## config.mk

```make
export PLATFORM = sky130hd
export DESIGN_NAME = interval_arbiter_flat
export DESIGN_NICKNAME = d
export VERILOG_FILES = /design/src/rtl/interval_arbiter_pkg.sv /design/src/rtl/interval_arbiter_if.sv /design/src/rtl/interval_counter.sv /design/src/rtl/interval_arbiter.sv /design/src/flat_wrapper.sv
export SDC_FILE = /design/constraint.sdc
export NUM_CORES = 1
export LEC_CHECK = 0
export CAP_MARGIN = 20
export CORE_ASPECT_RATIO = 1.1
export CORE_MARGIN = 3
export CORE_UTILIZATION = 45
export CTS_CLUSTER_DIAMETER = 120
export DETAILED_ROUTE_END_ITERATION = 12
export GPL_ROUTABILITY_DRIVEN = 0
export GPL_TIMING_DRIVEN = 0
export PLACE_DENSITY = 0.81
export SYNTH_ARGS = -nofsm -noshare
export SYNTH_HDL_FRONTEND = slang
export SYNTH_SLANG_ARGS = --single-unit
```

## constraint.sdc

```tcl
create_clock -name clk -period 9.4 [get_ports clk]
set_input_delay 1.41 -clock clk [delete_from_list [all_inputs] [get_ports clk]]
set_output_delay 1.41 -clock clk [all_outputs]
set_load 0.03 [all_outputs]
```

## src/rtl/interval_arbiter_pkg.sv

```systemverilog
// ============================================================
// Module : interval_arbiter_pkg
// Brief  : shared states, defaults and round-robin pick helper
// Rev    : 1.0
// ============================================================
`default_nettype none

package interval_arbiter_pkg;

  localparam int N_DEF  = 8;
  localparam int R_DEF  = 4;
  localparam int RR_MAX = 32;
  localparam int IDX_W  = 5;

  typedef enum logic [1:0] {
    IDLE = 2'b00,
    RUN  = 2'b01,
    DONE = 2'b10
  } state_t;

  typedef struct packed {
    logic             valid;
    logic [IDX_W-1:0] idx;
  } pick_t;

  // Scan last+1 .. r-1, 0 .. last; first set bit wins.
  function automatic pick_t rr_pick(input logic [RR_MAX-1:0] req,
                                    input logic [IDX_W-1:0]  last,
                                    input int                r);
    pick_t p;
    int    c;
    p = '0;
    for (int k = 1; k <= RR_MAX; k++) begin
      c = int'(last) + k;
      if (c >= r) c = c - r;
      if (k <= r && !p.valid && req[c[IDX_W-1:0]]) begin
        p.valid = 1'b1;
        p.idx   = c[IDX_W-1:0];
      end
    end
    return p;
  endfunction

endpackage

`default_nettype wire

```

## src/rtl/interval_arbiter_if.sv

```systemverilog
// ============================================================
// Module : interval_arbiter_if
// Brief  : requester-side bus of the interval arbiter
// Rev    : 1.0
// ============================================================
`default_nettype none

interface interval_arbiter_if
  import interval_arbiter_pkg::*;
#(
  parameter int N = N_DEF,
  parameter int R = R_DEF
) ();

  logic [R-1:0]   req;
  logic [R*N-1:0] dur;
  logic           abort;
  logic [R-1:0]   gnt;
  logic [R-1:0]   done;
  logic           busy;
  logic [N-1:0]   count;

  modport master (output req, dur, abort, input gnt, done, busy, count);
  modport slave  (input req, dur, abort, output gnt, done, busy, count);

endinterface

`default_nettype wire

```

## src/rtl/interval_counter.sv

```systemverilog
// ============================================================
// Module : interval_counter
// Brief  : N-bit loadable down-counter that saturates at zero
// Rev    : 1.0
// ============================================================
`default_nettype none

module interval_counter #(
  parameter int N = 8
) (
  input  logic         clk,
  input  logic         clr,
  input  logic         load,
  input  logic         en,
  input  logic [N-1:0] din,
  output logic [N-1:0] count,
  output logic         le1
);

  logic [N-1:0] r_count;

  always_ff @(posedge clk) begin
    if (clr)
      r_count <= '0;
    else if (load)
      r_count <= din;
    else if (en && r_count != '0)
      r_count <= r_count - N'(1);
  end

  assign count = r_count;
  assign le1   = (r_count <= N'(1));

endmodule

`default_nettype wire

```

## src/rtl/interval_arbiter.sv

```systemverilog
// ============================================================
// Module : interval_arbiter
// Brief  : round-robin sharing of one interval down-counter
// Rev    : 1.0
// ============================================================
`default_nettype none

module interval_arbiter
  import interval_arbiter_pkg::*;
#(
  parameter int N = N_DEF,
  parameter int R = R_DEF
) (
  input  logic               clk,
  input  logic               clr,
  interval_arbiter_if.slave  bus
);

  state_t           r_state;
  logic [IDX_W-1:0] r_cur;
  logic [IDX_W-1:0] r_last;
  logic [R-1:0]     r_gnt;
  logic [R-1:0]     r_done;
  logic             r_busy;

  pick_t            w_pick;
  logic [N-1:0]     w_dur;
  logic [N-1:0]     w_din;
  logic             w_load;
  logic             w_en;
  logic             w_le1;
  logic [N-1:0]     w_count;

  always_comb begin
    w_pick = rr_pick(RR_MAX'(bus.req), r_last, R);
    w_dur  = bus.dur[w_pick.idx*N +: N];
  end

  // A zero duration still occupies the counter for one cycle.
  always_comb begin
    w_load = 1'b0;
    w_en   = 1'b0;
    w_din  = '0;
    case (r_state)
      IDLE: begin
        w_load = w_pick.valid;
        w_din  = (w_dur == '0) ? N'(1) : w_dur;
      end
      RUN: begin
        w_load = bus.abort || w_le1;
        w_en   = !bus.abort && !w_le1;
      end
      default: ;
    endcase
  end

  interval_counter #(.N(N)) u_counter (
    .clk   (clk),
    .clr   (clr),
    .load  (w_load),
    .en    (w_en),
    .din   (w_din),
    .count (w_count),
    .le1   (w_le1)
  );

  always_ff @(posedge clk) begin
    if (clr) begin
      r_state <= IDLE;
      r_cur   <= '0;
      r_last  <= IDX_W'(R - 1);
      r_gnt   <= '0;
      r_done  <= '0;
      r_busy  <= 1'b0;
    end else begin
      case (r_state)
        IDLE: begin
          r_done <= '0;
          if (w_pick.valid) begin
            r_cur   <= w_pick.idx;
            r_last  <= w_pick.idx;
            r_gnt   <= R'(1) << w_pick.idx;
            r_busy  <= 1'b1;
            r_state <= RUN;
          end
        end
        RUN: begin
          if (bus.abort) begin
            r_gnt   <= '0;
            r_busy  <= 1'b0;
            r_state <= IDLE;
          end else if (w_le1) begin
            r_gnt   <= '0;
            r_done  <= R'(1) << r_cur;
            r_state <= DONE;
          end
        end
        DONE: begin
          r_done  <= '0;
          r_busy  <= 1'b0;
          r_state <= IDLE;
        end
        default: begin
          r_gnt   <= '0;
          r_done  <= '0;
          r_busy  <= 1'b0;
          r_state <= IDLE;
        end
      endcase
    end
  end

  assign bus.gnt   = r_gnt;
  assign bus.done  = r_done;
  assign bus.busy  = r_busy;
  assign bus.count = w_count;

endmodule

`default_nettype wire

```

## src/flat_wrapper.sv

```systemverilog
// flat-port wrapper written by rule: the top's interface ports become plain ports
module interval_arbiter_flat import interval_arbiter_pkg::*;
#(
  parameter int N = N_DEF,
  parameter int R = R_DEF
)
  (clk, clr, bus_req, bus_dur, bus_abort, bus_gnt, bus_done, bus_busy, bus_count);
  interval_arbiter_if #(.N(N), .R(R)) bus_i ();
  input  logic clk;
  input  logic clr;
  input wire logic [$bits(bus_i.req)-1:0] bus_req;
  input wire logic [$bits(bus_i.dur)-1:0] bus_dur;
  input wire logic [$bits(bus_i.abort)-1:0] bus_abort;
  output wire logic [$bits(bus_i.gnt)-1:0] bus_gnt;
  output wire logic [$bits(bus_i.done)-1:0] bus_done;
  output wire logic [$bits(bus_i.busy)-1:0] bus_busy;
  output wire logic [$bits(bus_i.count)-1:0] bus_count;
  assign bus_i.req = bus_req;
  assign bus_i.dur = bus_dur;
  assign bus_i.abort = bus_abort;
  assign bus_gnt = bus_i.gnt;
  assign bus_done = bus_i.done;
  assign bus_busy = bus_i.busy;
  assign bus_count = bus_i.count;
  interval_arbiter #(.N(N), .R(R)) u_core (.clk(clk), .clr(clr), .bus(bus_i));
endmodule
```

# Word-level counts from Yosys, hierarchy flattened
# Index checks and enable logic that the tools add are counted.
# classes
n_lt_le_gt_ge,9
bitwise_logic,3
reduce_logical,21
n_eq_ne,5
n_mux,33
n_shift,3
addsub,9
# op_table
cell,count
$mux W8,4
$shiftx A32 B9 Y8,1
$ge A6 B3 Y1 const B,4
$lt A5 B6 Y1 const B,4
$mux W6,4
$bmux W1 S5,4
$mux W5,4
$sub A5 B4 Y5 const B,4
$add A5 B2 Y6 const B,2
$mux W4,3
$pmux W4 S3,1
$shl A1 B5 Y4 const A,2
$le A8 B1 Y1 const B,1
$logic_not A8 Y1,1
$reduce_and A2 Y1,4
$reduce_bool A8 Y1,1
$sub A8 B1 Y8 const B,1
$mux W1,7
$add A5 B1 Y6 const B,1
$add A5 B3 Y6 const B,1
$mux W2,3
$logic_and A1 B1 Y1,5
$logic_not A1 Y1,5
$pmux W1 S2,2
12 further kinds,14
# word_totals
input_bits,39
ff_bits,29
output_inout_bits,17

# Logic depth before layout (Yosys ltp)
# logic_depth
ltp_word,20
mapped_depth,17
mapped_depth_nobuf,15

# By module
# Synthesis repeated with hierarchy kept, for this count alone.
# unflattened
hier_cells,279
hier_area_um2,2347.3
# by_module_without_submodules
mod,seq_area_each_um2,area_per_inst_um2,n_inst,cells_each
interval_arbiter,360.3,1789.2,1,211
interval_counter,160.2,558.0,1,68

# Worst setup path after synthesis
# OpenSTA, ideal clock, no wires.
# synth_path
path_kind,register to register
start,reg u_core.r_last[0]
end,"reg u_core.u_counter.r_count[1], in the netlist u_core.u_counter.count[1]"
slack_ns,5.679
arrival_time_ns,3.648
required_time_ns,9.327
stages_incl_launch_ff,16
path_cell_list,dfxtp_1 -> buf_6 -> inv_2 -> ha_1 -> xor2_1 -> inv_1 -> ha_1 -> nand2_1 -> nand2_1 -> o32a_1 -> or3_4 -> or4_4 -> o211a_2 -> o41a_1 -> o221a_1 -> nor3_2
# synth_between
elab_chain_cells,20
# synth_rtl
element,line_no,text
"start, declared",interval_arbiter.sv:21,logic [IDX_W-1:0] r_last;
"start signal, assigned",interval_arbiter.sv:71,r_last <= IDX_W'(R - 1);
"start signal, assigned",interval_arbiter.sv:81,r_last <= w_pick.idx;
$add A5 B1 Y6,interval_arbiter_pkg.sv:34,c = int'(last) + k;
$sub A5 B4 Y5 / $ge A6 B3 Y1 (equally long branches),interval_arbiter_pkg.sv:35,if (c >= r) c = c - r;
$mux W5,interval_arbiter_pkg.sv:35,
$bmux W1 S5,interval_arbiter_pkg.sv:36,if (k <= r && !p.valid && req[c[IDX_W-1:0]]) begin
$mux W1 (not written as such),interval_arbiter_pkg.sv:36,
$mux W6,interval_arbiter_pkg.sv:36,
$logic_not A1 Y1,interval_arbiter_pkg.sv:36,
$logic_and A1 B1 Y1,interval_arbiter_pkg.sv:36,
[4 not listed],-,
$logic_not A1 Y1,interval_arbiter_pkg.sv:36,
$logic_and A1 B1 Y1,interval_arbiter_pkg.sv:36,
$mux W6 *,interval_arbiter_pkg.sv:36,
$shiftx A32 B9 Y8,interval_arbiter.sv:36,w_dur = bus.dur[w_pick.idx*N +: N];
$logic_not A8 Y1,interval_arbiter.sv:47,w_din = (w_dur == '0) ? N'(1) : w_dur;
$mux W8,interval_arbiter.sv:47,
$mux W8,interval_arbiter.sv:44,case (r_state)
$mux W8,interval_counter.sv:25,else if (load)
"end signal, assigned",interval_counter.sv:26,r_count <= din;
"end signal, assigned",interval_counter.sv:28,r_count <= r_count - N'(1);
"end, declared",interval_counter.sv:20,logic [N-1:0] r_count;
# Every way passes the cells marked *; elsewhere a longest branch is shown, timed or not. The select of a mux whose other input is x is not followed.
# A chain may end at the register's enable or synchronous reset.

# Worst setup path after layout
# layout_path
start,in bus_req[0]
end,"reg u_core.u_counter.r_count[5], in the netlist u_core.u_counter.count[5]"
# layout_between
elab_chain_cells,17
# layout_rtl
element,line_no,text
"start, declared",flat_wrapper.sv:11,input wire logic [$bits(bus_i.req)-1:0] bus_req;
$bmux W1 S5,interval_arbiter_pkg.sv:36,
$mux W1 (not written as such),interval_arbiter_pkg.sv:36,
$mux W6,interval_arbiter_pkg.sv:36,
$logic_not A1 Y1,interval_arbiter_pkg.sv:36,
$logic_and A1 B1 Y1,interval_arbiter_pkg.sv:36,
$mux W6,interval_arbiter_pkg.sv:36,
$logic_not A1 Y1,interval_arbiter_pkg.sv:36,
$logic_and A1 B1 Y1,interval_arbiter_pkg.sv:36,
$mux W6,interval_arbiter_pkg.sv:36,
$logic_not A1 Y1,interval_arbiter_pkg.sv:36,
$logic_and A1 B1 Y1,interval_arbiter_pkg.sv:36,
$mux W6 *,interval_arbiter_pkg.sv:36,
$shiftx A32 B9 Y8,interval_arbiter.sv:36,
$logic_not A8 Y1,interval_arbiter.sv:47,
$mux W8,interval_arbiter.sv:47,
$mux W8,interval_arbiter.sv:44,
$mux W8,interval_counter.sv:25,
# Marks and branches as above.

==> impl_metrics.csv <==
group,metric,value,unit
synth,syn-num-nets,346,
setup_path,worst_setup_path_end_kind,"register",
detailed_routing,ant_nets,0,
detailed_routing,avgRoutedWirePerCell,15.6,um
floorplan,rows,27,
synth,ys_ff_latch,26,
worst_hold_path,min_path_type,"register to register",
clock_network,cts_tree,"built",
clock_network,cts_max_level,1,
clock_network,numClockSinks,26,
floorplan,die_h,81.9,um
global_routing,grt_max_degree,16,
status,status,"complete, no violations",
detailed_routing,num_vias,2452,
clock_network,cts_buffer_depth,2,
pwr,ir_drop,0.234,mV
final_layout,final_common_cell,"clkdlybuf4s50_1",
floorplan,initial_utilization,0.468,
placed_design,post-dp-hpwl,4880,um
final_layout,syn_to_final_growth,29.5,%
global_routing,grt.overflow.total,0,
sta,fmax,221,MHz
pwr,p_leak,1.22,nW
synth,syn_area_per_cell,8.16,sq um
floorplan,die_x,75.0,um
final_layout,final_core_util,0.606,
sta,finalCritPeriodShare,0.481,
detailed_routing,drtIter0Drc,164,
synth,yosys_warnings,0,
synth,synth_cell_type_count,65,
setup_path,arrival,4.72,ns
detailed_routing,drc_errors,0,
final_layout,fin_nets,406,
synth,synthMuxAreaShare,0.105,
synth,synth_top_family_by_area,"simple AND/OR/NAND/NOR gates",
synth,synthCells,289,
detailed_routing,first_pass_iters,4,
synth,synth-simple-area-share,0.261,
clock_network,cts_root_buf,"clkbuf_8",
clock_network,post_cts_resized,0,
final_layout,final_layout_size_suffix_gt1_frac,0.0920,
floorplan,core,0.00503,sq mm
global_routing,antenna_found_initial,0,
setup_path,startpoint_type,"primary input",
sta,period_needed,4.52,ns
synth,synthFlopType,"dfxtp_1",
sta,tns,0,ns
clock_network,cts_hold_buf,0,
final_layout,fill_cells,438,
setup_path,required,9.60,ns
final_layout,final_cell_mix,"55 x clkdlybuf4s50_1, 27 x nand2_1, 27 x nor2_1",
detailed_routing,viasPerCell,6.04,
synth,postSynth.asyncResetShare,0,
synth,synth-edff-count,0,
detailed_routing,routed_wl,6330,um
sta,setup_violations,0,
setup_path,crit_fanout,9,
final_layout,antenna-diode-count,0,
setup_path,critical_path_class,"primary input to register",
clock_network,path_clk_slew,0.09,ns
global_routing,grt_pass1_wl,10400,um
pwr,p_per_area,342,mW/mm^2
placed_design,io_buffer_count,55,
sta,maxSlewHeadroom,0.401,
sta,fin_skew,0.00672,ns
global_routing,grt_util_all_layers,0.214,
global_routing,first_global_vias,2339,
synth,synth-xor-area-share,0.0430,
clock_network,cts_buffers,3,
sta,grt_setup_unrepaired,"no",
synth,ys_seq_area_frac,0.221,
synth,synth_area,0.00236,sq mm
run,maxCapViolCount,0,
clock_network,post_cts_buffers,0,
sta,worst_pin_slew,0.891,ns
sta,maxSlewViolCount,0,
floorplan,io_pins,56,
synth,synth_compound_area_frac,0.221,
clock_network,clk_latency,0.28,ns
sta,finalHoldViolCount,0,
synth,synth_fa_ha_area_frac,0.0955,
floorplan,die-area,0.00614,sq mm
-- layout make-up --
class / count / area (sq um) / share of cell area
plain buffers: 12 / 75.1 / 0.0246
well taps: 58 / 72.6 / 0.0238
inverters: 14 / 52.6 / 0.0172
clock inverters: 1 / 30.0 / 0.00984
flip-flops and latches: 26 / 520 / 0.171
multi-input cells: 237 / 1710 / 0.560
repair buffers: 55 / 551 / 0.180
clock buffers: 3 / 41.3 / 0.0135
-- per-layer routing --
layer / wire length (um) / vias to the layer above / track usage
li1: - / 1200 / -
met3: 351 / 4 / 0.0318
met4: 26 / 0 / 0.0516
met5: 0 / - / 0
met1: 2730 / 1166 / 0.265
met2: 3220 / 82 / 0.382
-- sequential cells by signal (all words and copies together), names as in the netlist --
signal / flops
u_core.bus.busy: 1
u_core.bus.done: 4
u_core.bus.gnt: 4
u_core.r_cur: 5
u_core.r_last: 2
u_core.r_state: 2
u_core.u_counter.count: 8
-- cells by family (layout without fill, tap and decap cells) --
group                      count (synthesis)  count (layout)
and+or+nand+nor                          120             120
AOI/OAI and AO/OA                         71              71
DFF                                       26              26
buffers and inverters                     26              85
adders and majority gates                 18              18
muxes                                     18              18
xor gates and xnor gates                  10              10
-- per-stage QoR --
stage | instance area (sq um) | cells | setup slack [ns] | hold WS, ns | power, W
floorplan | 2360 | 289 | 5.68 | 0.484 | 0.000746
global placement | 2980 | 402 | 4.74 | 0.442 | 0.000920
detailed placement | 2980 | 402 | 4.67 | 0.449 | 0.000933
CTS | 3050 | 406 | 4.92 | 0.463 | 0.00104
global route | 3050 | 406 | 4.57 | 0.493 | 0.00113
finish | 3050 | 406 | 4.88 | 0.456 | 0.00104
-- critical path, stage by stage --
cell	delay, ns
clkdlybuf4s50_1	0.46
mux4_1	0.54
o21ai_0	0.28
nor2_2	0.18
nor4_1	0.72
or3_1	0.21
buf_4	0.17
nand2_1	0.20
nor4_1	0.28
a21oi_1	0.07
a211oi_1	0.20
-- path summary, 6_finish.rpt --
| check | start | endpoint | slack [ns] | depth (start not counted) |
|---|---|---|---|---|
| min reg2reg | u_core.bus.done[3] | u_core.bus.done[3] | 0.46 | 2 |
| max | bus_req[0] | u_core.u_counter.count[5] | 4.88 | 11 |
| max reg2reg | u_core.r_last[0] | u_core.u_counter.count[0] | 5.01 | 17 |
| min | u_core.bus.done[3] | u_core.bus.done[3] | 0.46 | 2 |
-- where the power goes --
group	total (W)	switching (W)	internal, W
Clock	0.0000954	0.0000383	0.0000571
Sequential	0.000173	0.0000334	0.000139
Combinational	0.000776	0.000449	0.000327
-- cell usage after synthesis, types with 2 or more instances --
cell type	instances	area (sq um)
nand2_1	27	101
nor2_1	27	101
dfxtp_1	26	521
a21oi_1	20	100
ha_1	18	225
nor3_1	17	85.1
inv_1	12	45.0
nand3_1	12	60.1
o21ai_0	12	60.1
mux2i_1	9	90.1
nor3b_1	6	45.0
xnor2_1	6	52.6
clkbuf_1	5	18.8
mux2_2	5	56.3
nor4_1	5	31.3
a21o_1	4	30.0
and2_1	4	25.0
o211ai_1	4	30.0
a22oi_1	3	22.5
buf_6	3	33.8
mux4_1	3	78.8
nand2b_1	3	18.8
o22ai_1	3	18.8
xor2_1	3	26.3
a211oi_1	2	15.0
and3_1	2	12.5
buf_2	2	10.0
inv_2	2	7.51
nor2b_1	2	12.5
o211a_1	2	20.0
o221ai_1	2	17.5
o221ai_2	2	30.0
o311ai_0	2	17.5
or2_2	2	12.5
or3_1	2	12.5
Power figures use the tool's default switching activity.
